--- src/rtl/ctrl_pkg.sv ---
// Shared opcodes, FSM states and ALU control encodings for the
// multicycle controller.
package ctrl_pkg;

    localparam logic [6:0] OPC_R  = 7'b0110011;
    localparam logic [6:0] OPC_I  = 7'b0010011;
    localparam logic [6:0] OPC_LD = 7'b0000011;
    localparam logic [6:0] OPC_ST = 7'b0100011;
    localparam logic [6:0] OPC_BR = 7'b1100011;

    localparam logic [1:0] CAUSE_NONE    = 2'b00;
    localparam logic [1:0] CAUSE_ILLEGAL = 2'b01;
    localparam logic [1:0] CAUSE_MEM_TO  = 2'b10;

    typedef enum logic [2:0] {
        S_FETCH  = 3'd0,
        S_DECODE = 3'd1,
        S_EXEC   = 3'd2,
        S_MEMACC = 3'd3,
        S_WB     = 3'd4,
        S_TRAP   = 3'd5
    } state_t;

    typedef enum logic [1:0] {
        ALU_ADD = 2'b00,
        ALU_SUB = 2'b01,
        ALU_RFN = 2'b10,
        ALU_IFN = 2'b11
    } alu_op_t;

    typedef enum logic [1:0] {
        SRCB_RS2  = 2'd0,
        SRCB_FOUR = 2'd1,
        SRCB_IMM  = 2'd2
    } alu_src_b_t;

    typedef struct packed {
        alu_src_b_t src_b;
        alu_op_t    op;
        logic       pc_write;
        logic       pc_src;
        logic       is_load;
        logic       is_store;
        logic       is_branch;
        logic       legal;
    } exec_ctl_t;

endpackage

--- src/rtl/exec_decode.sv ---
// Per-opcode EXEC control decode; also classifies the opcode so the
// FSM can pick the next state.
module exec_decode
    import ctrl_pkg::*;
(
    input  logic [6:0] opcode_i,
    input  logic       zero_i,
    output exec_ctl_t  ctl_o
);

    always_comb begin
        ctl_o       = '0;
        ctl_o.src_b = SRCB_RS2;
        ctl_o.op    = ALU_ADD;
        unique case (opcode_i)
            OPC_R: begin
                ctl_o.op    = ALU_RFN;
                ctl_o.legal = 1'b1;
            end
            OPC_I: begin
                ctl_o.src_b = SRCB_IMM;
                ctl_o.op    = ALU_IFN;
                ctl_o.legal = 1'b1;
            end
            OPC_LD: begin
                ctl_o.src_b   = SRCB_IMM;
                ctl_o.is_load = 1'b1;
                ctl_o.legal   = 1'b1;
            end
            OPC_ST: begin
                ctl_o.src_b    = SRCB_IMM;
                ctl_o.is_store = 1'b1;
                ctl_o.legal    = 1'b1;
            end
            OPC_BR: begin
                ctl_o.op        = ALU_SUB;
                ctl_o.pc_write  = zero_i;
                ctl_o.pc_src    = 1'b1;
                ctl_o.is_branch = 1'b1;
                ctl_o.legal     = 1'b1;
            end
            default: ;
        endcase
    end

endmodule

--- src/rtl/multicycle_ctrl.sv ---
// Multicycle RISC-V control FSM with memory timeout and sticky traps.
// Optional perf counters: define MULTICYCLE_CTRL_PERF_EN.
module multicycle_ctrl
    import ctrl_pkg::*;
#(
    parameter int CNT_W  = 32,
    parameter int MEM_TO = 15
) (
    input  logic             clk,
    input  logic             rst,
    input  logic [31:0]      instr,
    input  logic             mem_ready,
    input  logic             zero,
    output logic             mem_req,
    output logic             mem_we,
    output logic             iord,
    output logic             ir_write,
    output logic             pc_write,
    output logic             reg_write,
    output logic             mem_to_reg,
    output logic             alu_src_a,
    output logic [1:0]       alu_src_b,
    output logic [1:0]       alu_op,
    output logic             pc_src,
    output logic             trap,
    output logic [1:0]       trap_cause,
`ifdef MULTICYCLE_CTRL_PERF_EN
    output logic [CNT_W-1:0] cycle_cnt,
    output logic [CNT_W-1:0] instret_cnt,
`endif
    output logic [2:0]       state
);

    localparam logic [7:0] WAIT_LAST = 8'(MEM_TO - 1);

    state_t     state_q, state_d;
    logic [7:0] wait_q, wait_d;
    logic       trap_q, trap_d;
    logic [1:0] cause_q, cause_d;
    exec_ctl_t  dec;
    logic       unused_instr;

    assign unused_instr = ^instr[31:7];

    exec_decode u_dec (
        .opcode_i (instr[6:0]),
        .zero_i   (zero),
        .ctl_o    (dec)
    );

    always_ff @(posedge clk or posedge rst) begin
        if (rst) begin
            state_q <= S_FETCH;
            wait_q  <= '0;
            trap_q  <= 1'b0;
            cause_q <= CAUSE_NONE;
        end else begin
            state_q <= state_d;
            wait_q  <= wait_d;
            trap_q  <= trap_d;
            cause_q <= cause_d;
        end
    end

    always_comb begin
        state_d    = state_q;
        wait_d     = '0;
        trap_d     = trap_q;
        cause_d    = cause_q;
        mem_req    = 1'b0;
        mem_we     = 1'b0;
        iord       = 1'b0;
        ir_write   = 1'b0;
        pc_write   = 1'b0;
        reg_write  = 1'b0;
        mem_to_reg = 1'b0;
        alu_src_a  = 1'b0;
        alu_src_b  = SRCB_RS2;
        alu_op     = ALU_ADD;
        pc_src     = 1'b0;
        unique case (state_q)
            S_FETCH: begin
                mem_req = 1'b1;
                if (mem_ready) begin
                    ir_write  = 1'b1;
                    pc_write  = 1'b1;
                    alu_src_b = SRCB_FOUR;
                    state_d   = S_DECODE;
                end else if (wait_q == WAIT_LAST) begin
                    state_d = S_TRAP;
                    trap_d  = 1'b1;
                    cause_d = CAUSE_MEM_TO;
                end else begin
                    wait_d = wait_q + 8'd1;
                end
            end
            S_DECODE: begin
                alu_src_b = SRCB_IMM;
                if (dec.legal) begin
                    state_d = S_EXEC;
                end else begin
                    state_d = S_TRAP;
                    trap_d  = 1'b1;
                    cause_d = CAUSE_ILLEGAL;
                end
            end
            S_EXEC: begin
                alu_src_a = 1'b1;
                alu_src_b = dec.src_b;
                alu_op    = dec.op;
                pc_write  = dec.pc_write;
                pc_src    = dec.pc_src;
                if (dec.is_load || dec.is_store) state_d = S_MEMACC;
                else if (dec.is_branch)          state_d = S_FETCH;
                else                             state_d = S_WB;
            end
            S_MEMACC: begin
                mem_req = 1'b1;
                iord    = 1'b1;
                mem_we  = dec.is_store;
                if (mem_ready) begin
                    state_d = dec.is_store ? S_FETCH : S_WB;
                end else if (wait_q == WAIT_LAST) begin
                    state_d = S_TRAP;
                    trap_d  = 1'b1;
                    cause_d = CAUSE_MEM_TO;
                end else begin
                    wait_d = wait_q + 8'd1;
                end
            end
            S_WB: begin
                reg_write  = 1'b1;
                mem_to_reg = dec.is_load;
                state_d    = S_FETCH;
            end
            S_TRAP: ;
            default: state_d = S_FETCH;
        endcase
    end

    assign state      = state_q;
    assign trap       = trap_q;
    assign trap_cause = cause_q;

`ifdef MULTICYCLE_CTRL_PERF_EN
    logic [CNT_W-1:0] cyc_q, ret_q;
    logic             retire;

    // An instruction retires on its final cycle, whichever state that is.
    assign retire = (state_q == S_WB)
                  | ((state_q == S_EXEC) & dec.is_branch)
                  | ((state_q == S_MEMACC) & mem_ready & dec.is_store);

    always_ff @(posedge clk or posedge rst) begin
        if (rst) begin
            cyc_q <= '0;
            ret_q <= '0;
        end else begin
            if (state_q != S_TRAP) cyc_q <= cyc_q + 1'b1;
            if (retire)            ret_q <= ret_q + 1'b1;
        end
    end

    assign cycle_cnt   = cyc_q;
    assign instret_cnt = ret_q;
`endif

endmodule

--- config.mk ---
export PLATFORM = sky130hd
export DESIGN_NAME = multicycle_ctrl
export DESIGN_NICKNAME = d
export VERILOG_FILES = /design/src/rtl/ctrl_pkg.sv /design/src/rtl/exec_decode.sv /design/src/rtl/multicycle_ctrl.sv
export SDC_FILE = /design/constraint.sdc
export NUM_CORES = 1
export LEC_CHECK = 0
export BUFFER_PORTS_ARGS = -buffer_cell sky130_fd_sc_hd__buf_2
export CELL_PAD_IN_SITES_DETAIL_PLACEMENT = 0
export CELL_PAD_IN_SITES_GLOBAL_PLACEMENT = 1
export CORE_MARGIN = 3
export CORE_UTILIZATION = 32
export CTS_BUF_LIST = sky130_fd_sc_hd__clkbuf_4 sky130_fd_sc_hd__clkbuf_8
export DETAILED_ROUTE_END_ITERATION = 10
export GPL_TIMING_DRIVEN = 0
export PLACE_DENSITY = 0.91
export SLEW_MARGIN = 30
export SYNTH_ARGS = -nofsm -noshare
export SYNTH_HDL_FRONTEND = slang
export SYNTH_SLANG_ARGS = --single-unit
--- constraint.sdc ---
create_clock -name clk -period 2.4 [get_ports clk]
set_input_delay 0.48 -clock clk [delete_from_list [all_inputs] [get_ports clk]]
set_output_delay 0.48 -clock clk [all_outputs]
set_load 0.05 [all_outputs]
==> Implementation_results.wiki, run 1 <==
{| class="wikitable"
! Metric !! Value
|-
| Cell type with the highest aggregate area in the netlist || dfrtp_1
|-
| Met2 Resource Use GR || 20.6%
|-
| Pin count of the biggest net entering global routing || 15
|-
| Placed cell areas || 1120 sq um
|-
| HP Class || in2async
|-
| Sequential element share of the synthesized area || 40.4%
|-
| Count of different cell masters after synthesis || 36
|-
| Total power after layout || 847 uW
|-
| Starting Density || 34.4%
|-
| Post-synthesis instance area || 867 sq um
|-
| Max-cap viol count || 0
|-
| Maximum number of buffers from clock root to sink || 2
|-
| Chip Height || 58.1 um
|-
| Number of instances in the synthesized netlist || 98
|-
| First-pass GRT wire length || 3040 um
|-
| Worst-skew pair later-pin latency || 0.28 ns
|-
| Most used flip-flop cell after synthesis || dfrtp_1
|-
| Maximum fanout encountered on the critical timing path || 10
|-
| Post-Route Skew || 0.00137 ns
|-
| Slew Limit Fails || 0
|-
| Post-Route Setup TNS || 0 ns
|-
| Core Region || 2520 sq um
|-
| Residual DRC || 0
|-
| Startpoint type of the worst setup path || register
|-
| Fillers || 260
|-
| Drt first-iter violations || 20
|-
| Smallest hold slack || 0.205 ns
|-
| Initial antenna violation count || 0
|-
| H-tree depth || 1
|-
| Die Width || 58.1 um
|-
| Fraction of met1 tracks used by global routing || 12.9%
|-
| Most frequent cells after synthesis || 14 x dfrtp_1, 14 x nor2_1, 8 x inv_1
|-
| Clock tree from TritonCTS || yes
|-
| Syn Area/Cell || 8.85 sq um
|-
| Yosys warning total || 0
|-
| Area delta synth->final || 33.6%
|-
| Clock sinks || 14
|-
| Hold Vio Cnt, Final || 0
|-
| Antenna diode count || 0
|-
| Worst vdd rail ir drop || 0.000455 V
|-
| Area share of the leading cell type in the synthesized netlist || 40.4%
|-
| Root buffer selected by CTS || clkbuf_4
|-
| Setup repair after global routing missed its margin || no
|-
| Setup CP Type || reg2out
|-
| Highest Clock Rate || 0.434 GHz
|-
| Normalized max-slew margin || 68.1%
|-
| Run status || completed
|-
| Most utilized layer in the global route result || met2
|-
| Clock slew seen by the registers of the worst setup and hold paths || 0.08 ns
|-
| Count of boundary I/O pins || 55
|-
| Die ar. || 3370 sq um
|-
| Total half-perimeter wirelength after legalization and detailed placement || 1570 um
|-
| Leakage power summed over all cells || 0.000567 uW
|-
| Post-synth EDFFs || 0
|-
| Number of global-route vias before repair || 740
|-
| Required time worst endpoint || 1.92 ns
|-
| Synth async-reset ratio || 100%
|-
| Part of the cycle the worst path needs || 96.1%
|-
| Wirelength, routed || 1930 um
|-
| Element type at the critical path end || primary output
|-
| Buffers inserted during post-CTS setup optimization || 0
|-
| Mapped Nets || 136
|-
| Register bit count reported by yosys || 14
|-
| Vias/cell || 5.01
|-
| Net count of the finished layout || 169
|-
| Post-CTS sizing || 0
|-
| Transition time at the pin with the least slew margin || 0.477 ns
|-
| Number of clock buffers inserted by TritonCTS || 3
|-
| Top post-synthesis cells by area || dfrtp_1 40%, nor2_1 6.1%, xor2_1 5.1%
|-
| IO buf count || 28
|-
| Antenna Violating Nets Remaining || 0
|-
| Min Tclk post-route || 2.31 ns
|-
| First-pass iteration count of the detailed router || 4
|-
| DR WL/cell || 12.0 um
|-
| Detailed-route via count || 802
|-
| Final setup violation count || 0
|-
| # hold bufs at CTS || 0
|-
| Overall track demand over capacity in global routing || 11.5%
|-
| Site Rows || 18
|-
| Total power per unit cell area || 731 nW/um^2
|-
| GR Util met3 || 2.00%
|-
| Global route total overflow || 0
|-
| Ratio of cells with drive above 1 in the final layout || 38.5%
|-
| Last weighted congestion value of the routability-driven placer || 0.763
|-
| Arr. time, crit path || 1.83 ns
|-
| Final std cell area, no fill || 1160 sq um
|}
## state kept, by name (all words and copies together) (netlist names)
signal,count
state,3
trap,1
trap_cause,2
wait_q,8
## path summary, 6_finish.rpt
kind                              to  startpoint  slack, ns  cells past startpoint
hold / removal             wait_q[3]         rst       0.20                      2
setup / recovery             mem_req    state[1]       0.09                      5
min in group clk                trap        trap       0.48                      1
max in group asynchronous   state[2]         rst       1.85                      2
setup reg to reg            state[2]    state[0]       0.64                      4
hold reg to reg                 trap        trap       0.48                      1
## power by group
| group | switching [uW] | total (uW) | internal [uW] |
|---|---|---|---|
| registers | 52.5 | 310 | 258 |
| clock network | 70.8 | 163 | 92.3 |
| logic | 266 | 374 | 107 |
| total | 389 | 847 | 458 |
## layer usage
layer  up-vias  wire length (um)  share of wire, %
li1        408                 -                 -
met1       367               825                43
met2        23               949                49
met3         4               130               6.7
met4         0                21               1.1
met5         -                 0                 0
## per-stage QoR
stage / utilization [%] / worst slack, ns / cells
floorplan: - / -0.0899 / 98
global placement: 44.5 / 0.257 / 156
detailed placement: 44.5 / 0.200 / 156
CTS: 45.9 / 0.0748 / 160
global route: 45.9 / 0.0190 / 160
finish: 45.9 / 0.0945 / 160
## critical path, stage by stage, from the launching register on
cell and delay, ns:
dfrtp_2 0.43, buf_6 0.15, nor2b_1 0.17, or3_2 0.49
inv_1 0.06, buf_2 0.25
## logic make-up after synthesis
logic type,Yosys count,share of synthesized area (%)
AND/OR/NAND/NOR,49,31.2
XOR/XNOR,6,6.06
AO/OA/AOI/OAI,14,12.4
adder cells (fa/ha/maj),3,4.18
buffers and inverters,12,5.77
flip-flops,14,40.4
## cell type report
class	instances	area [sq um]	share of cell area (%)
clock buffer	4	36.3	3.13
timing repair buffer	28	140	12.1
buffer	4	26.3	2.27
multi-input combinational	72	534	46.1
sequential	14	354	30.6
inverter	8	30.0	2.59
tap	30	37.5	3.24
## placed cells by master, fill, tap and decap left out, drive strengths merged, types with 3 or more instances in the layout
master,Yosys,routed
nor4,3,3
nor3,3,3
and3,3,3
nor2,14,14
inv,8,8
nand2,6,6
and2,3,3
clkbuf,2,6
o32a,3,3
xor2,5,5
dfrtp,14,14
nand2b,3,3
buf,2,30
No activity file was read; power rests on OpenSTA's default activity.
==> inputs of run 2 (changes only) <==
--- a/config.mk
+++ b/config.mk
@@ -5,15 +5,16 @@
 export SDC_FILE = /design/constraint.sdc
 export NUM_CORES = 1
 export LEC_CHECK = 0
+export ABC_AREA = 1
+export ABC_CLOCK_PERIOD_IN_PS = 2400
 export BUFFER_PORTS_ARGS = -buffer_cell sky130_fd_sc_hd__buf_2
 export CELL_PAD_IN_SITES_DETAIL_PLACEMENT = 0
 export CELL_PAD_IN_SITES_GLOBAL_PLACEMENT = 1
 export CORE_MARGIN = 3
-export CORE_UTILIZATION = 32
-export CTS_BUF_LIST = sky130_fd_sc_hd__clkbuf_4 sky130_fd_sc_hd__clkbuf_8
+export CORE_UTILIZATION = 30
 export DETAILED_ROUTE_END_ITERATION = 10
 export GPL_TIMING_DRIVEN = 0
-export PLACE_DENSITY = 0.91
+export PLACE_DENSITY = 0.87
 export SLEW_MARGIN = 30
 export SYNTH_ARGS = -nofsm -noshare
 export SYNTH_HDL_FRONTEND = slang
==> run 2 against run 1 <==
Effect of this change:
- area after synthesis increased by 10%
- routed wire length increased by 9.2%
- count of clock-buffer cells in the layout unchanged
- sequential power decreased by 24%
- critical path type unchanged
- largest power group is now registers
==> Implementation_results.wiki, run 2 <==
{| class="wikitable"
! Metric !! Value
|-
| Run status || completed
|-
| Drt first-iter violations || 23
|-
| Share of synthesized cell area in full adder, half adder and majority cells || 2.62%
|-
| Leakage power summed over all cells || 0.000643 uW
|-
| Highest Clock Rate || 0.459 GHz
|-
| Clock slew seen by the registers of the worst setup and hold paths || 0.08 ns
|-
| Global route total overflow || 0
|-
| Last weighted congestion value of the routability-driven placer || 0.774
|-
| Total power per unit cell area || 325 nW/um^2
|-
| Most common cell after layout, fill and taps aside || nand2_1
|-
| Main combinational cell family by area after synthesis || simple AND/OR/NAND/NOR gates
|-
| Setup CP Type || reg2out
|-
| XOR/XNOR Fraction of Synth Area || 0.919%
|-
| Max-cap viol count || 0
|-
| Residual DRC || 0
|-
| Number of clock buffers inserted by TritonCTS || 3
|-
| Syn Area/Cell || 6.86 sq um
|-
| Vias/cell || 4.43
|-
| Die Width || 62.4 um
|-
| First-pass iteration count of the detailed router || 4
|-
| Startpoint of the most critical register-to-register path || state[2]
|-
| Antenna diode count || 0
|-
| Cell type with the highest aggregate area in the netlist || dfrtp_1
|-
| Sequential element share of the synthesized area || 36.7%
|-
| Core utilization of the finished layout || 41.8%
|-
| Area share of the leading cell type in the synthesized netlist || 36.7%
|-
| Post-synth EDFFs || 0
|-
| Count of boundary I/O pins || 55
|-
| Post-Route Setup TNS || 0 ns
|-
| Number of global-route vias before repair || 909
|-
| Total half-perimeter wirelength after legalization and detailed placement || 1780 um
|-
| Detailed-route via count || 947
|-
| Element type at the critical path end || primary output
|-
| Flip-flop count of the largest register after layout || 8
|-
| Required time worst endpoint || 1.92 ns
|-
| Capturing instance or port of the critical path || pc_write
|-
| Final setup violation count || 0
|-
| Die ar. || 3890 sq um
|-
| Initial antenna violation count || 0
|-
| DR WL/cell || 9.83 um
|-
| H-tree depth || 1
|-
| Starting Density || 32.9%
|-
| Max stage delay cell, worst path || dfrtp_2
|-
| Yosys warning total || 0
|-
| Wirelength, routed || 2100 um
|-
| Worst setup path start || state[2]
|-
| Clock sinks || 14
|-
| IO buf count || 29
|-
| Fillers || 334
|-
| Root buffer selected by CTS || clkbuf_4
|-
| Site Rows || 19
|-
| Worst vdd rail ir drop || 0.000204 V
|-
| Overall track demand over capacity in global routing || 11.7%
|-
| Setup repair after global routing missed its margin || no
|-
| Maximum fanout encountered on the critical timing path || 6
|-
| Top post-synthesis cells by area || dfrtp_1 37%, nand2_1 13%, nor2_1 12%
|-
| Part of the cycle the worst path needs || 90.8%
|-
| Pin count of the biggest net entering global routing || 15
|-
| Register bit count reported by yosys || 14
|-
| HP Class || in2async
|-
| Register with the highest flop count || wait_q
|-
| Startpoint type of the worst setup path || register
|-
| Antenna Violating Nets Remaining || 0
|-
| Maximum number of buffers from clock root to sink || 2
|-
| Ratio of cells with drive above 1 in the final layout || 30.8%
|-
| Core Region || 2900 sq um
|-
| Ordered list of cells on the worst path || inv_1, nand3_2, clkinvlp_4, nand2_2, clkinvlp_4, nand2_1, o21ai_2, clkbuf_4
|-
| Highest cell delay on the worst timing path || 0.42 ns
|-
| Synth async-reset ratio || 100%
|-
| Inst Count DP || 210
|-
| First-pass GRT wire length || 3790 um
|-
| Buffers inserted during post-CTS setup optimization || 0
|-
| Simple-gate share of the synthesized area || 45.7%
|-
| Area delta synth->final || 27.3%
|-
| Most used flip-flop cell after synthesis || dfrtp_1
|-
| Post-Route Skew || 0.00672 ns
|-
| Hold Vio Cnt, Final || 0
|-
| Flop-to-flop setup slack || 1.00 ns
|-
| Worst-skew pair later-pin latency || 0.27 ns
|-
| Number of instances in the synthesized netlist || 139
|-
| Most frequent cells in the layout || 33 x nand2_1, 31 x nor2_1, 28 x buf_2
|-
| Post-synthesis instance area || 953 sq um
|-
| Normalized max-slew margin || 66.6%
|-
| Transition time at the pin with the least slew margin || 0.501 ns
|-
| Count of different cell masters after synthesis || 23
|-
| Slew Limit Fails || 0
|-
| Mux share of post-synthesis cell area || 0%
|-
| Most frequent cells after synthesis || 34 x nand2_1, 31 x nor2_1, 20 x inv_1
|-
| Clock tree from TritonCTS || yes
|-
| Arr. time, crit path || 1.70 ns
|-
| Final cell count without fillers || 214
|-
| Library cell with the highest instance count after synthesis || nand2_1
|-
| Number of cells on the worst reg-to-reg path || 8
|-
| Chip Height || 62.4 um
|-
| End of the worst register-to-register path || trap_cause[1]
|-
| Dominant cell type by count on the critical path || clkinvlp_4
|-
| Net count of the finished layout || 211
|-
| Mapped Nets || 177
|-
| Compound-gate portion of the synthesized area || 4.99%
|-
| Min Tclk post-route || 2.18 ns
|}
[run 2: cell types whose count changed in the layout (fill, tap and decap cells not counted), moves of 3 or more]
cell	before	now
inv_1	8	18
nor2_1	13	31
nand3_1	2	8
nand2_1	6	33
xor2_1	5	1
o32a_1	3	0
o21ai_2	0	3
nand2_2	0	3
[run 2: cell families after synthesis]
logic type                 after synthesis
and+or+nand+nor                         92
buffers and inverters                   22
AOI/OAI and AO/OA                        8
DFF                                     14
adders and majority gates                2
xor gates and xnor gates                 1
[run 2: per-stage QoR]
stage          hold WS, ns  total power (uW)  setup slack, ns  cell area (sq um)
3_5_place_dp         0.443               267            0.359               1180
5_1_grt              0.246               423          0.00762               1210
3_3_place_gp         0.444               266            0.369               1180
4_1_cts              0.236               402            0.152               1210
2_1_floorplan        0.369               254           0.0336                987
6_report             0.218               395            0.222               1210
[run 2: how the worst min path moves through the flow]
stage / endpoint / from
after detailed placement: trap / trap
after global routing: wait_q[6] / rst
final: wait_q[2] / rst
after global placement: trap / trap
after CTS: wait_q[2] / rst
after floorplan: trap / rst
[run 2: final cells by class]
cell class | count | area [sq um] | share of cell area, %
Timing Repair Buffer | 29 | 148 | 12.2
Clock buffer | 4 | 26.3 | 2.16
Inverter | 21 | 86.3 | 7.11
Buffer | 1 | 7.51 | 0.619
Tap cell | 42 | 52.6 | 4.33
Multi-Input combinational cell | 103 | 539 | 44.4
Sequential cell | 14 | 354 | 29.2
[run 2: critical path: cells and delay by family, from the launching register on]
kind                   cells  cell delay (ns)
AND/OR/NAND/NOR            3             0.30
flip-flops                 1             0.42
buffers and inverters      4             0.65
AO/OA/AOI/OAI              1             0.05
[run 2: per-layer routing]
metal  GRT usage, %  vias up  share of wire, %
met4           2.48        0                 0
met1           14.7      427                49
met2           20.0       24                46
met3           3.06        0               4.9
met5              0        -                 0
li1               -      496                 -
[run 2: timing repair]
item	CTS	global route
hold buffers	0	0
gates resized for setup	0	1
setup endpoints to repair	0	1
[run 2: report_power, final]
part           leakage, uW  switching (uW)  internal (uW)
sequential        0.000178               0            236
clock            0.0000150            68.4           64.3
combinational     0.000450            17.0           9.27
total             0.000643            85.4            309
==> inputs of run 3 (changes only) <==
--- a/config.mk
+++ b/config.mk
@@ -6,15 +6,15 @@
 export NUM_CORES = 1
 export LEC_CHECK = 0
 export ABC_AREA = 1
-export ABC_CLOCK_PERIOD_IN_PS = 2400
+export ABC_CLOCK_PERIOD_IN_PS = 2100
 export BUFFER_PORTS_ARGS = -buffer_cell sky130_fd_sc_hd__buf_2
 export CELL_PAD_IN_SITES_DETAIL_PLACEMENT = 0
 export CELL_PAD_IN_SITES_GLOBAL_PLACEMENT = 1
 export CORE_MARGIN = 3
-export CORE_UTILIZATION = 30
+export CORE_UTILIZATION = 28
 export DETAILED_ROUTE_END_ITERATION = 10
 export GPL_TIMING_DRIVEN = 0
-export PLACE_DENSITY = 0.87
+export PLACE_DENSITY = 0.83
 export SLEW_MARGIN = 30
 export SYNTH_ARGS = -nofsm -noshare
 export SYNTH_HDL_FRONTEND = slang
==> constraint.sdc (replaced) <==
create_clock -name clk -period 2.1 [get_ports clk]
set_input_delay 0.42 -clock clk [delete_from_list [all_inputs] [get_ports clk]]
set_output_delay 0.42 -clock clk [all_outputs]
set_load 0.05 [all_outputs]
==> run 3 against run 2 <==
Effect of this change:
- total power increased by 15%
- clock power is 14% higher
- sequential power rose by 14%
- critical path type unchanged
- largest cell class unchanged
- largest power group unchanged
==> Implementation_results.wiki, run 3 (same netlist as run 2, synthesis figures left out) <==
{| class="wikitable"
! Metric !! Value
|-
| Run status || completed
|-
| Clock network fraction of total power || 33.6%
|-
| Worst-skew pair later-pin latency || 0.27 ns
|-
| Post-Route Setup TNS || 0 ns
|-
| Number of global-route vias before repair || 917
|-
| Highest cell delay on the worst timing path || 0.45 ns
|-
| Switching Share || 21.8%
|-
| Pin count of the biggest net entering global routing || 15
|-
| Setup CP Type || reg2out
|-
| Die ar. || 4140 sq um
|-
| Area delta synth->final || 29.4%
|-
| Drt first-iter violations || 31
|-
| Site Rows || 20
|-
| Max stage delay cell, worst path || dfrtp_2
|-
| Overall track demand over capacity in global routing || 11.1%
|-
| Chip Height || 64.4 um
|-
| Gate family responsible for the most delay along the worst path || buffers and inverters
|-
| First-pass GRT wire length || 3760 um
|-
| Arr. time, crit path || 1.56 ns
|-
| Flip-flop count of the largest register after layout || 8
|-
| Hold Vio Cnt, Final || 0
|-
| Setup repair after global routing missed its margin || no
|-
| Clock tree from TritonCTS || yes
|-
| Internal Power || 353 uW
|-
| Global route total overflow || 0
|-
| Part of the cycle the worst path needs || 94.2%
|-
| Most frequent cells in the layout || 32 x nand2_1, 30 x nor2_1, 27 x buf_2
|-
| DR WL/cell || 9.63 um
|-
| First-pass iteration count of the detailed router || 4
|-
| Placed cell areas || 1200 sq um
|-
| Switching power of the nets || 98.5 uW
|-
| Clock sinks || 14
|-
| Slew Limit Fails || 0
|-
| Post-Route Skew || 0.00245 ns
|-
| Register with the highest flop count || wait_q
|-
| Wirelength, routed || 2080 um
|-
| Final setup violation count || 0
|-
| Last weighted congestion value of the routability-driven placer || 0.758
|-
| Smallest hold slack || 0.159 ns
|-
| Max-cap viol count || 0
|-
| Worst vdd rail ir drop || 0.000128 V
|-
| Ordered list of cells on the worst path || inv_2, nand3_2, clkinvlp_4, nand2_2, clkinvlp_4, nand2_2, o21ai_4, buf_4
|-
| H-tree depth || 1
|-
| Number of clock buffers inserted by TritonCTS || 3
|-
| Ratio of cells with drive above 1 in the final layout || 33.1%
|-
| IO buf count || 29
|-
| Total power per unit cell area || 366 nW/um^2
|-
| Startpoint type of the worst setup path || register
|-
| Critical path buffers and inverters || 4
|-
| Maximum number of buffers from clock root to sink || 2
|-
| Fin worst setup slack || 0.121 ns
|-
| Starting Density || 30.2%
|-
| Clock slew seen by the registers of the worst setup and hold paths || 0.08 ns
|-
| Sequential Power Share || 59.6%
|-
| Highest Clock Rate || 0.505 GHz
|-
| Core utilization of the finished layout || 39.1%
|-
| Vias/cell || 4.42
|-
| Net count of the finished layout || 211
|-
| Min Tclk post-route || 1.98 ns
|-
| Required time worst endpoint || 1.68 ns
|-
| Worst setup timing slack at the placement stage || 0.157 ns
|-
| Die Width || 64.4 um
|-
| Antenna diode count || 0
|-
| Final std cell area, no fill || 1230 sq um
|-
| Share of power burned in combinational logic || 6.8%
|-
| Initial antenna violation count || 0
|-
| HP Class || in2async
|-
| Count of boundary I/O pins || 55
|-
| Most common cell after layout, fill and taps aside || nand2_1
|-
| Leakage power summed over all cells || 0.000638 uW
|-
| Total half-perimeter wirelength after legalization and detailed placement || 1780 um
|-
| Fillers || 352
|-
| Core Region || 3150 sq um
|-
| Residual DRC || 0
|-
| Transition time at the pin with the least slew margin || 0.504 ns
|-
| Area of the multi-input gates || 552 sq um
|-
| Element type at the critical path end || primary output
|-
| Antenna Violating Nets Remaining || 0
|-
| Normalized max-slew margin || 66.4%
|-
| Storage cell area || 354 sq um
|-
| Detailed-route via count || 954
|-
| Root buffer selected by CTS || clkbuf_4
|-
| Maximum fanout encountered on the critical timing path || 6
|}
[run 3: stage by stage]
stage               power, uW  cells
finish                    452    216
global route              478    216
CTS                       458    216
detailed placement        306    212
global placement          305    212
floorplan                 290    139
[run 3: layout make-up]
class                   instances  area share, %
plain buffers                   1          0.609
clock buffers                   4           2.13
inverters                      21           7.20
multi-input cells             103           44.7
flip-flops and latches         14           28.7
well taps                      44           4.46
repair buffers                 29           12.2
[run 3: path summary, 6_finish.rpt]
path	to	depth (start not counted)	slack, ns	startpoint
hold / removal	trap_cause[0]	2	0.16	rst
setup / recovery	pc_write	8	0.12	state[0]
max in group asynchronous	state[0]	2	1.57	rst
hold reg to reg	trap	2	0.46	trap
min in group clk	trap	2	0.46	trap
setup reg to reg	trap_cause[0]	6	0.75	state[1]
[run 3: layer usage]
| metal | vias up | wire length [um] | track usage (%) |
|---|---|---|---|
| li1 | 497 | - | - |
| met1 | 437 | 964 | 14.1 |
| met2 | 16 | 994 | 18.8 |
| met3 | 4 | 94 | 2.46 |
| met4 | 0 | 25 | 3.17 |
| met5 | - | 0 | 0 |
[run 3: power by group through the flow]
stage	clock network [uW]	logic, uW	registers [uW]
6_report	152	30.7	269
5_1_grt	173	35.6	269
4_1_cts	157	31.5	269
3_5_place_dp	0	31.4	275
3_3_place_gp	0	30.0	275
2_1_floorplan	0	15.8	275
[run 3: timing repair]
item,4_1_cts,5_1_grt
endpoints found under the setup margin,0,2
hold buffers,0,0
setup buffers,0,0
resized for setup,0,3
